--- src/rtl/echo_ranging_ctrl_pkg.sv ---
// Shared state encodings and the default 6 MHz timing constants for the echo ranging controller.
package echo_ranging_ctrl_pkg;

    localparam int DEF_TRIG_CYCLES         = 60;
    localparam int DEF_ECHO_TIMEOUT_CYCLES = 228000;
    localparam int DEF_PERIOD_CYCLES       = 360000;
    localparam int DEF_CNT_W               = 19;

    typedef enum logic [2:0] {
        ST_IDLE      = 3'd0,
        ST_TRIG      = 3'd1,
        ST_WAIT_RISE = 3'd2,
        ST_MEASURE   = 3'd3,
        ST_HOLDOFF   = 3'd4
    } state_t;

    // The repeat period must outlast trigger plus timeout and fit in the counter width.
    function automatic bit params_legal(input int trig, input int timeout,
                                        input int period, input int cnt_w);
        return (period > trig + timeout) && (period < (1 << cnt_w));
    endfunction

endpackage

--- src/rtl/echo_ranging_ctrl_if.sv ---
// Request/result bundle between the ranging controller and its environment.
interface echo_ranging_ctrl_if
    import echo_ranging_ctrl_pkg::*;
#(
    parameter int CNT_W = DEF_CNT_W
);

    logic             start;
    logic             auto_en;
    logic             echo;
    logic             trig;
    logic             busy;
    logic             dist_valid;
    logic [CNT_W-1:0] echo_cycles;
    logic             timeout;

    modport master (
        output start, auto_en, echo,
        input  trig, busy, dist_valid, echo_cycles, timeout
    );

    modport slave (
        input  start, auto_en, echo,
        output trig, busy, dist_valid, echo_cycles, timeout
    );

endinterface

--- src/rtl/echo_ranging_ctrl_echo_sync.sv ---
// Brings the asynchronous echo pin into the clk domain and flags its edges.
module echo_sync
    import echo_ranging_ctrl_pkg::*;
(
    input  logic clk,
    input  logic rst,
    input  logic echo,
    output logic echo_s,
    output logic rise,
    output logic fall
);

    logic meta;
    logic echo_q;

    always_ff @(posedge clk or posedge rst) begin
        if (rst) begin
            meta   <= 1'b0;
            echo_s <= 1'b0;
            echo_q <= 1'b0;
        end else begin
            meta   <= echo;
            echo_s <= meta;
            echo_q <= echo_s;
        end
    end

    assign rise = echo_s & ~echo_q;
    assign fall = ~echo_s & echo_q;

endmodule

--- src/rtl/echo_ranging_ctrl.sv ---
// Ultrasonic ranging sequencer: trigger pulse, echo width measurement, timeout and repeat-period holdoff.
module echo_ranging_ctrl
    import echo_ranging_ctrl_pkg::*;
#(
    parameter int TRIG_CYCLES         = DEF_TRIG_CYCLES,
    parameter int ECHO_TIMEOUT_CYCLES = DEF_ECHO_TIMEOUT_CYCLES,
    parameter int PERIOD_CYCLES       = DEF_PERIOD_CYCLES,
    parameter int CNT_W               = DEF_CNT_W
) (
    input logic                clk,
    input logic                rst,
    echo_ranging_ctrl_if.slave bus
);

    localparam logic [CNT_W-1:0] CNT_ONE      = CNT_W'(1);
    localparam logic [CNT_W-1:0] TRIG_LAST    = CNT_W'(TRIG_CYCLES - 1);
    localparam logic [CNT_W-1:0] TIMEOUT_LAST = CNT_W'(ECHO_TIMEOUT_CYCLES - 1);
    localparam logic [CNT_W-1:0] PERIOD_LAST  = CNT_W'(PERIOD_CYCLES - 1);

    state_t           state;
    logic             trig_r;
    logic             busy_r;
    logic             dist_valid_r;
    logic             timeout_r;
    logic [CNT_W-1:0] echo_cycles_r;
    logic [CNT_W-1:0] period_cnt;
    logic [CNT_W-1:0] to_cnt;
    logic [CNT_W-1:0] meas_cnt;

    logic echo_s;
    logic rise;
    logic fall;

    echo_sync u_echo_sync (
        .clk    (clk),
        .rst    (rst),
        .echo   (bus.echo),
        .echo_s (echo_s),
        .rise   (rise),
        .fall   (fall)
    );

    // period_cnt runs from the trigger rise through holdoff, so it also times the trigger width.
    always_ff @(posedge clk or posedge rst) begin
        if (rst) begin
            state         <= ST_IDLE;
            trig_r        <= 1'b0;
            busy_r        <= 1'b0;
            dist_valid_r  <= 1'b0;
            timeout_r     <= 1'b0;
            echo_cycles_r <= '0;
            period_cnt    <= '0;
            to_cnt        <= '0;
            meas_cnt      <= '0;
        end else begin
            dist_valid_r <= 1'b0;
            timeout_r    <= 1'b0;
            case (state)
                ST_IDLE: begin
                    period_cnt <= '0;
                    if (bus.start || bus.auto_en) begin
                        state  <= ST_TRIG;
                        trig_r <= 1'b1;
                        busy_r <= 1'b1;
                    end
                end
                ST_TRIG: begin
                    period_cnt <= period_cnt + CNT_ONE;
                    if (period_cnt == TRIG_LAST) begin
                        state  <= ST_WAIT_RISE;
                        trig_r <= 1'b0;
                        to_cnt <= '0;
                    end
                end
                ST_WAIT_RISE: begin
                    period_cnt <= period_cnt + CNT_ONE;
                    to_cnt     <= to_cnt + CNT_ONE;
                    if (rise) begin
                        state    <= ST_MEASURE;
                        meas_cnt <= CNT_ONE;
                    end else if (to_cnt >= TIMEOUT_LAST) begin
                        state     <= ST_HOLDOFF;
                        timeout_r <= 1'b1;
                    end
                end
                // A fall on the final timeout cycle still counts as a valid measurement.
                ST_MEASURE: begin
                    period_cnt <= period_cnt + CNT_ONE;
                    to_cnt     <= to_cnt + CNT_ONE;
                    if (fall) begin
                        state         <= ST_HOLDOFF;
                        echo_cycles_r <= meas_cnt;
                        dist_valid_r  <= 1'b1;
                    end else if (to_cnt >= TIMEOUT_LAST) begin
                        state     <= ST_HOLDOFF;
                        timeout_r <= 1'b1;
                    end else if (echo_s) begin
                        meas_cnt <= meas_cnt + CNT_ONE;
                    end
                end
                ST_HOLDOFF: begin
                    period_cnt <= period_cnt + CNT_ONE;
                    if (period_cnt == PERIOD_LAST) begin
                        if (bus.auto_en) begin
                            state      <= ST_TRIG;
                            trig_r     <= 1'b1;
                            period_cnt <= '0;
                        end else begin
                            state  <= ST_IDLE;
                            busy_r <= 1'b0;
                        end
                    end
                end
                default: begin
                    state  <= ST_IDLE;
                    trig_r <= 1'b0;
                    busy_r <= 1'b0;
                end
            endcase
        end
    end

    assign bus.trig        = trig_r;
    assign bus.busy        = busy_r;
    assign bus.dist_valid  = dist_valid_r;
    assign bus.timeout     = timeout_r;
    assign bus.echo_cycles = echo_cycles_r;

    param_legal_a: assert property (@(posedge clk) disable iff (rst)
        params_legal(TRIG_CYCLES, ECHO_TIMEOUT_CYCLES, PERIOD_CYCLES, CNT_W));

endmodule
--- src/flat_wrapper.sv ---
// flat-port wrapper written by rule: the top's interface ports become plain ports
module echo_ranging_ctrl_flat import echo_ranging_ctrl_pkg::*;
#(
    parameter int TRIG_CYCLES         = DEF_TRIG_CYCLES,
    parameter int ECHO_TIMEOUT_CYCLES = DEF_ECHO_TIMEOUT_CYCLES,
    parameter int PERIOD_CYCLES       = DEF_PERIOD_CYCLES,
    parameter int CNT_W               = DEF_CNT_W
)
  (clk, rst, bus_start, bus_auto_en, bus_echo, bus_trig, bus_busy, bus_dist_valid, bus_echo_cycles, bus_timeout);
  echo_ranging_ctrl_if #(.CNT_W(CNT_W)) bus_i ();
  input logic clk;
  input logic rst;
  input wire logic [$bits(bus_i.start)-1:0] bus_start;
  input wire logic [$bits(bus_i.auto_en)-1:0] bus_auto_en;
  input wire logic [$bits(bus_i.echo)-1:0] bus_echo;
  output wire logic [$bits(bus_i.trig)-1:0] bus_trig;
  output wire logic [$bits(bus_i.busy)-1:0] bus_busy;
  output wire logic [$bits(bus_i.dist_valid)-1:0] bus_dist_valid;
  output wire logic [$bits(bus_i.echo_cycles)-1:0] bus_echo_cycles;
  output wire logic [$bits(bus_i.timeout)-1:0] bus_timeout;
  assign bus_i.start = bus_start;
  assign bus_i.auto_en = bus_auto_en;
  assign bus_i.echo = bus_echo;
  assign bus_trig = bus_i.trig;
  assign bus_busy = bus_i.busy;
  assign bus_dist_valid = bus_i.dist_valid;
  assign bus_echo_cycles = bus_i.echo_cycles;
  assign bus_timeout = bus_i.timeout;
  echo_ranging_ctrl #(.TRIG_CYCLES(TRIG_CYCLES), .ECHO_TIMEOUT_CYCLES(ECHO_TIMEOUT_CYCLES), .PERIOD_CYCLES(PERIOD_CYCLES), .CNT_W(CNT_W)) u_core (.clk(clk), .rst(rst), .bus(bus_i));
endmodule
--- config.mk ---
export PLATFORM = sky130hd
export DESIGN_NAME = echo_ranging_ctrl_flat
export DESIGN_NICKNAME = d
export VERILOG_FILES = /design/src/rtl/echo_ranging_ctrl_pkg.sv /design/src/rtl/echo_ranging_ctrl_if.sv /design/src/rtl/echo_ranging_ctrl_echo_sync.sv /design/src/rtl/echo_ranging_ctrl.sv /design/src/flat_wrapper.sv
export SDC_FILE = /design/constraint.sdc
export NUM_CORES = 1
export LEC_CHECK = 0
export ABC_CLOCK_PERIOD_IN_PS = 7200
export CAP_MARGIN = 20
export CELL_PAD_IN_SITES_DETAIL_PLACEMENT = 1
export CELL_PAD_IN_SITES_GLOBAL_PLACEMENT = 1
export CORE_MARGIN = 2
export CORE_UTILIZATION = 50
export DETAILED_ROUTE_END_ITERATION = 10
export PLACE_DENSITY = 0.81
export SLEW_MARGIN = 5
export SYNTH_ARGS = -nofsm -noshare
export SYNTH_HDL_FRONTEND = slang
export SYNTH_HIERARCHICAL = 1
export SYNTH_SLANG_ARGS = --single-unit
--- constraint.sdc ---
create_clock -name clk -period 7.2 [get_ports clk]
set_input_delay 1.44 -clock clk [delete_from_list [all_inputs] [get_ports clk]]
set_output_delay 1.44 -clock clk [all_outputs]
set_load 0.01 [all_outputs]
==> After elaboration in Yosys (flattened, before gate mapping) <==
Cells that the tools add are included.
{ "word_totals": {"regBits": 86, "input_bits": 5, "output_inout_bits": 23, "wordCells": 82} }
{ "classes": {"add_sub_neg": 3, "order_cmp": 1, "eq_ne": 15, "muxes": 32, "bitwise_logic": 6, "n_reduce_logical": 13} }
{ "op_table": {"columns": ["operator", "count"], "rows": [
  ["2-to-1 mux 19 bit", 7],
  ["one-hot mux 19 bit (2 select lines)", 2],
  ["adder 19 x 1 -> 19 bit (second input constant)", 3],
  ["one-hot mux 19 bit (3 select lines)", 1],
  ["== test 19 bit (second input constant)", 1],
  ["== test 19 x 6 -> 1 bit (second input constant)", 1],
  [">= comparator 19 x 18 -> 1 bit (second input constant)", 1],
  ["2-to-1 mux 3 bit", 6],
  ["one-hot mux 3 bit (5 select lines)", 1],
  ["2-to-1 mux 1 bit", 12],
  ["!= test 2 bit (second input constant)", 5],
  ["AND reduction 5 bit", 2],
  ["!= test 2 x 1 -> 1 bit (second input constant)", 4],
  ["== test 3 x 2 -> 1 bit (second input constant)", 2],
  ["NOT 1 bit", 4],
  ["one-hot mux 1 bit (4 select lines)", 1],
  ["AND reduction 2 bit", 2],
  ["AND reduction 4 bit", 1],
  ["nonzero test 2 bit", 2],
  ["== test 3 x 1 -> 1 bit (second input constant)", 1],
  ["== test 3 bit (second input constant)", 1],
  ["zero test 3 bit", 1],
  ["one-hot mux 1 bit (3 select lines)", 1],
  ["AND reduction 3 bit", 1],
  ["6 further kinds", 7]
]} }

==> Depth between registers and ports, before layout <==
{ "logic_depth": {"ltp_word": 5, "ltp_mapped": 9, "depth_no_buf": 7} }

==> Hierarchy <==
The synthesis kept the hierarchy.
{ "modules_own_cells": {"columns": ["mod", "n_inst", "cells_per_inst", "area_each_um2", "seq_area_each_um2"], "rows": [
  ["echo_ranging_ctrl", 1, 422, 4164.0, 2077.0],
  ["echo_sync", 1, 6, 93.8, 75.1]
]} }

==> Worst setup path before layout <==
No wires, ideal clock.
{ "synth_timing": {"path_kind": "reg2reg", "startpoint": "register u_core.to_cnt[0]", "endpoint": "register u_core.meas_cnt[16]", "setup_ns": 0.135, "arrival_ns": 2.355, "required_time_ns": 7.065, "slack_ns": 4.710, "stages_incl_launch_ff": 10, "n_path_buf": 2, "synth_period_minus_slack_ns": 2.490, "path_cell_list": "dfrtp_1 -> ha_1 -> and4_1 -> clkbuf_1 -> a41o_1 -> a221o_1 -> clkbuf_1 -> a2111oi_0 -> xnor2_1 -> nor2_1"} }
{ "synth_via": {"elab_chain_len": 3} }
{ "synth_rtl": {"columns": ["element", "line", "rtl"], "rows": [
  ["start: declaration", "echo_ranging_ctrl.sv:27", "logic [CNT_W-1:0] to_cnt;"],
  ["start signal: assignment", "echo_ranging_ctrl.sv:77", "to_cnt <= to_cnt + CNT_ONE;"],
  ["start signal: assignment", "echo_ranging_ctrl.sv:89", "to_cnt <= to_cnt + CNT_ONE;"],
  [">= comparator 19 x 18 -> 1 bit", "echo_ranging_ctrl.sv:94", "end else if (to_cnt >= TIMEOUT_LAST) begin"],
  ["!= test 2 bit (no source line)", null, null],
  ["AND reduction 5 bit (no source line)", null, null],
  ["end signal: assignment", "echo_ranging_ctrl.sv:98", "meas_cnt <= meas_cnt + CNT_ONE;"],
  ["end: declaration", "echo_ranging_ctrl.sv:28", "logic [CNT_W-1:0] meas_cnt;"]
]} }
Every way passes these cells.
A chain may end at the register's enable or synchronous reset.

==> Worst setup path after layout <==
{ "layout_timing": {"startpoint": "register u_core.state[0]", "endpoint": "register u_core.meas_cnt[16]"} }
{ "layout_via": {"elab_chain_len": 3, "elab_cells_between_ends": 9, "classes_between": "eq/ne (6); mux (1); reduce/logical (2)"} }
{ "layout_rtl": {"columns": ["element", "line", "rtl"], "rows": [
  ["start: declaration", "echo_ranging_ctrl.sv:20", "state_t state;"],
  ["start signal: assignment", "echo_ranging_ctrl.sv:46", "state <= ST_IDLE;"],
  ["start signal: assignment", "echo_ranging_ctrl.sv:62", "state <= ST_TRIG;"],
  ["start signal: assignment", "echo_ranging_ctrl.sv:70", "state <= ST_WAIT_RISE;"],
  ["== test 3 x 2 -> 1 bit", "echo_ranging_ctrl.sv:58", "case (state)"],
  ["!= test 2 bit (no source line), or another cell as far along", null, null],
  ["AND reduction 5 bit (no source line)", null, null]
]} }
Several ways; a longest one is shown, not always the timed one.

==> results.py <==
metrics = {
    "clock_network": {
        "worstSkewPairLatency_ns": 0.37,
        "cts_tree": "built",
        "clockBufferDepth": 2,
        "cts_buffers": 9,
        "cts-root-buf": "clkbuf_8",
        "cts_max_level": 3,
        "cts_setup_buffers": 0,
        "cts_resized": 0,
        "clkSlewWorstSetupHoldPaths_ns": 0.10,
        "postCtsHoldBufs": 0,
        "clkSinkCount": 86,
    },
    "placed_design": {
        "io_buffer_count": 27,
        "gp_congestion": 0.801,
        "dp_slack_ns": 4.15,
        "dp_hpwl_mm": 6.45,
        "place_area_um2": 4610,
    },
    "synthesis": {
        "yosys.area_share.simple_pct": 22.8,
        "synth-compound-area-share_pct": 8.20,
        "synth_top_flop_cell": "dfrtp_1",
        "syn_area_um2": 4260,
        "synth_top_family_by_area": "simple AND/OR/NAND/NOR gates",
        "synth-adder-area-share_pct": 0.882,
        "synth_cell_types": 50,
        "ys_warn_count": 6,
        "yosysSeqAreaShare_pct": 50.5,
        "synth_nets": 436,
        "postSynthAreaPerCell_um2": 9.95,
        "muxShareOfSynthArea_pct": 5.23,
        "synthXorXnorAreaFrac_pct": 9.67,
        "synth-async-reset-ratio_pct": 100,
        "synth_edf_count": 0,
        "ys_ff_latch": 86,
        "synthCells": 428,
    },
    "sta": {
        "tightest_slew_ns": 0.924,
        "finalCriticalPeriod_ns": 3.03,
        "hold_slack_ns": 0.356,
        "rsz0062_at_grt": "no",
        "hold_violations": 0,
        "post-route-period-util_pct": 42.0,
        "slew_violations": 0,
        "setup_slack_ns": 4.17,
        "fin_tns_setup_ns": 0,
        "skew_ns": 0.0174,
        "setup_viol": 0,
        "slew_headroom_pct": 38.4,
        "fmax_mhz": 330,
    },
    "routing": {
        "post_drt_wl_per_cell_um": 17.7,
        "ant_nets": 0,
        "drcViolationCount": 0,
        "routed-via-count": 3281,
        "drt_iter0_markers": 138,
        "firstDrtPassIters": 4,
        "vias_per_cell": 5.82,
        "postRouteWirelength_mm": 10.0,
    },
    "critical_path": {
        "r2r_start": "u_core/state[0]$_DFFE_PP0P_",
        "worstRegToRegCells": 6,
        "crit_slowest_cell": "dfrtp_1",
        "critical_path_class": "reg2reg",
        "crit_fanout": 31,
        "worst_r2r_endpoint": "u_core/meas_cnt[16]$_DFFE_PP0P_",
        "rrSetupSlack_ns": 4.17,
        "cp-start-kind": "flop",
        "required_ns": 7.47,
        "cp-end-kind": "flop",
        "worst_ep_arrival_time_ns": 3.29,
        "path_delay_family": "compound AO/OA/AOI/OAI gates",
        "critical_path.n_buffers_inverters": 0,
        "max_stage_delay_ns": 0.96,
        "worstPathCellList": "nand3b_1 -> a21oi_1 -> nand4_1 -> a2111oi_0 -> xnor2_1 -> nor2_1",
    },
    "power_and_ir_drop": {
        "p_total_mw": 0.924,
        "ir_worst_vdd_v": 0.000114,
        "p_leak_nw": 2.24,
        "power_density_nw_per_um2": 188,
    },
    "final_layout": {
        "fillCellCount": 903,
        "area_growth_syn_to_layout_pct": 15.4,
        "layout-drive-gt1-share_pct": 10.9,
        "n_antenna_cell": 0,
        "seq_area_um2": 2150,
        "nets": 462,
        "final_cell_area_um2": 4910,
        "multi_input_area_um2": 1990,
    },
    "global_route": {
        "grt_overflow": 0,
        "grt_pass1_vias": 3289,
        "antenna_found_initial": 0,
        "grt_max_degree": 84,
        "track_usage_pct": 22.8,
        "grt_pass1_wl_mm": 16.4,
    },
    "floorplan": {
        "dieHeight_um": 96.3,
        "start_util_pct": 51.8,
        "rows": 33,
        "core_area_um2": 8220,
        "die_x_um": 96.3,
        "ios": 28,
        "die_area_um2": 9270,
    },
    "worst_hold_path": {
        "holdCritStartpoint": "u_core/u_echo_sync/meta$_DFF_PP0_",
        "hold_path.class": "reg2reg",
        "min_path_cells": 0,
        "min_to": "u_core/u_echo_sync/echo_s$_DFF_PP0_",
    },
    "outcome": {
        "status": "completed",
    },
    "flow_run": {
        "max_cap_viol_count": 0,
    },
}
-- per-stage QoR --
step           util (%)  std cells
4_1_cts            59.2        561
6_report           59.8        564
3_3_place_gp       56.1        545
5_1_grt            59.8        564
2_1_floorplan         -        428
3_5_place_dp       56.1        545
-- cell usage in the layout, fill, tap and decap left out, drive strengths merged, types with 3 or more instances in the layout --
cell           synthesis  final
nor3b                  3      3
inv                   11     13
clkbuf                13      9
bufinv                 0      3
and2                   6      6
nor2                  63     63
ha                     3      3
nand4                 23     23
nand3                 19     19
and3                  13     13
mux2                  18     18
and4                   5      5
a21oi                 12     12
buf                    5      6
nor3                   6      6
nor2b                  5      5
dfrtp                 86     86
clkdlybuf4s50          0     27
xor2                  28     28
a2111oi                7      7
xnor2                 19     19
nand2                 37     37
o21ai                 14     14
nand2b                 3      3
a211oi                 5      5
-- flip-flops by register name (all words and copies together) (netlist names) --
signal,cells
u_core/bus.dist_valid,1
u_core/u_echo_sync/echo_q,1
u_core/meas_cnt,19
u_core/bus.busy,1
u_core/u_echo_sync/echo_s,1
u_core/bus.trig,1
u_core/to_cnt,19
u_core/bus.timeout,1
u_core/bus.echo_cycles,19
u_core/state,3
u_core/u_echo_sync/meta,1
u_core/period_cnt,19
-- cell families after synthesis --
group	count (synthesis)
xor+xnor	47
simple gates	192
buf+inv	29
fa+ha+maj	3
compound gates	51
flops	86
mux	20
-- worst max path at each step --
stage                                            from                           endpoint  slack, ns  cells after the start
final                     u_core/state[0]$_DFFE_PP0P_    u_core/meas_cnt[16]$_DFFE_PP0P_       4.17                      6
after global routing      u_core/state[0]$_DFFE_PP0P_    u_core/meas_cnt[12]$_DFFE_PP0P_       3.86                      6
after CTS                 u_core/state[0]$_DFFE_PP0P_    u_core/meas_cnt[16]$_DFFE_PP0P_       4.18                      6
after detailed placement                  bus_auto_en   u_core/period_cnt[6]$_DFFE_PP0P_       4.15                      4
after global placement                    bus_auto_en  u_core/period_cnt[13]$_DFFE_PP0P_       4.25                      4
after floorplan                                   rst        u_core/bus.busy$_DFFE_PP0P_       3.62                      1
-- Yosys cell counts (2+ instances only) --
cell type / count / area share (%)
buf_1: 2 / 0.18
nor2b_1: 5 / 0.73
nand2b_1: 3 / 0.44
and2_1: 6 / 0.88
xnor2_1: 19 / 3.9
dfrtp_1: 86 / 51
o21ai_0: 13 / 1.5
nor3_1: 5 / 0.59
xor2_1: 28 / 5.8
clkbuf_1: 13 / 1.1
nand4_1: 22 / 3.2
and3_1: 13 / 1.9
and4_1: 5 / 1.0
or2_2: 2 / 0.29
inv_1: 11 / 0.97
a2111oi_0: 7 / 1.4
a211oi_1: 5 / 0.88
mux2_2: 18 / 4.8
buf_2: 2 / 0.24
nand3_1: 19 / 2.2
a21oi_1: 12 / 1.4
ha_1: 3 / 0.88
nor3b_1: 2 / 0.35
mux2i_1: 2 / 0.47
nor2_1: 63 / 5.6
nand2_1: 37 / 3.3
a22o_1: 2 / 0.41
-- report_power, final --
part           total (mW)  switching [mW]  internal [mW]
Sequential          0.484        0.000494          0.483
Clock               0.424           0.188          0.236
Combinational      0.0170          0.0119        0.00511
-- area by class of cell --
type	count	area share, %
flip-flops and latches	86	43.8
multi-input cells	313	40.5
repair buffers	33	7.05
well taps	105	2.67
clock inverters	7	2.60
clock buffers	9	2.52
inverters	11	0.866
-- metal layers --
metal | GRT usage (%) | vias to the layer above | wire length [um]
li1 | - | 1544 | -
met1 | 32.4 | 1673 | 4670
met2 | 36.5 | 52 | 4970
met3 | 2.90 | 12 | 249
met4 | 6.90 | 0 | 122
met5 | 0 | - | 0
No activity file was read; power rests on OpenSTA's default activity.
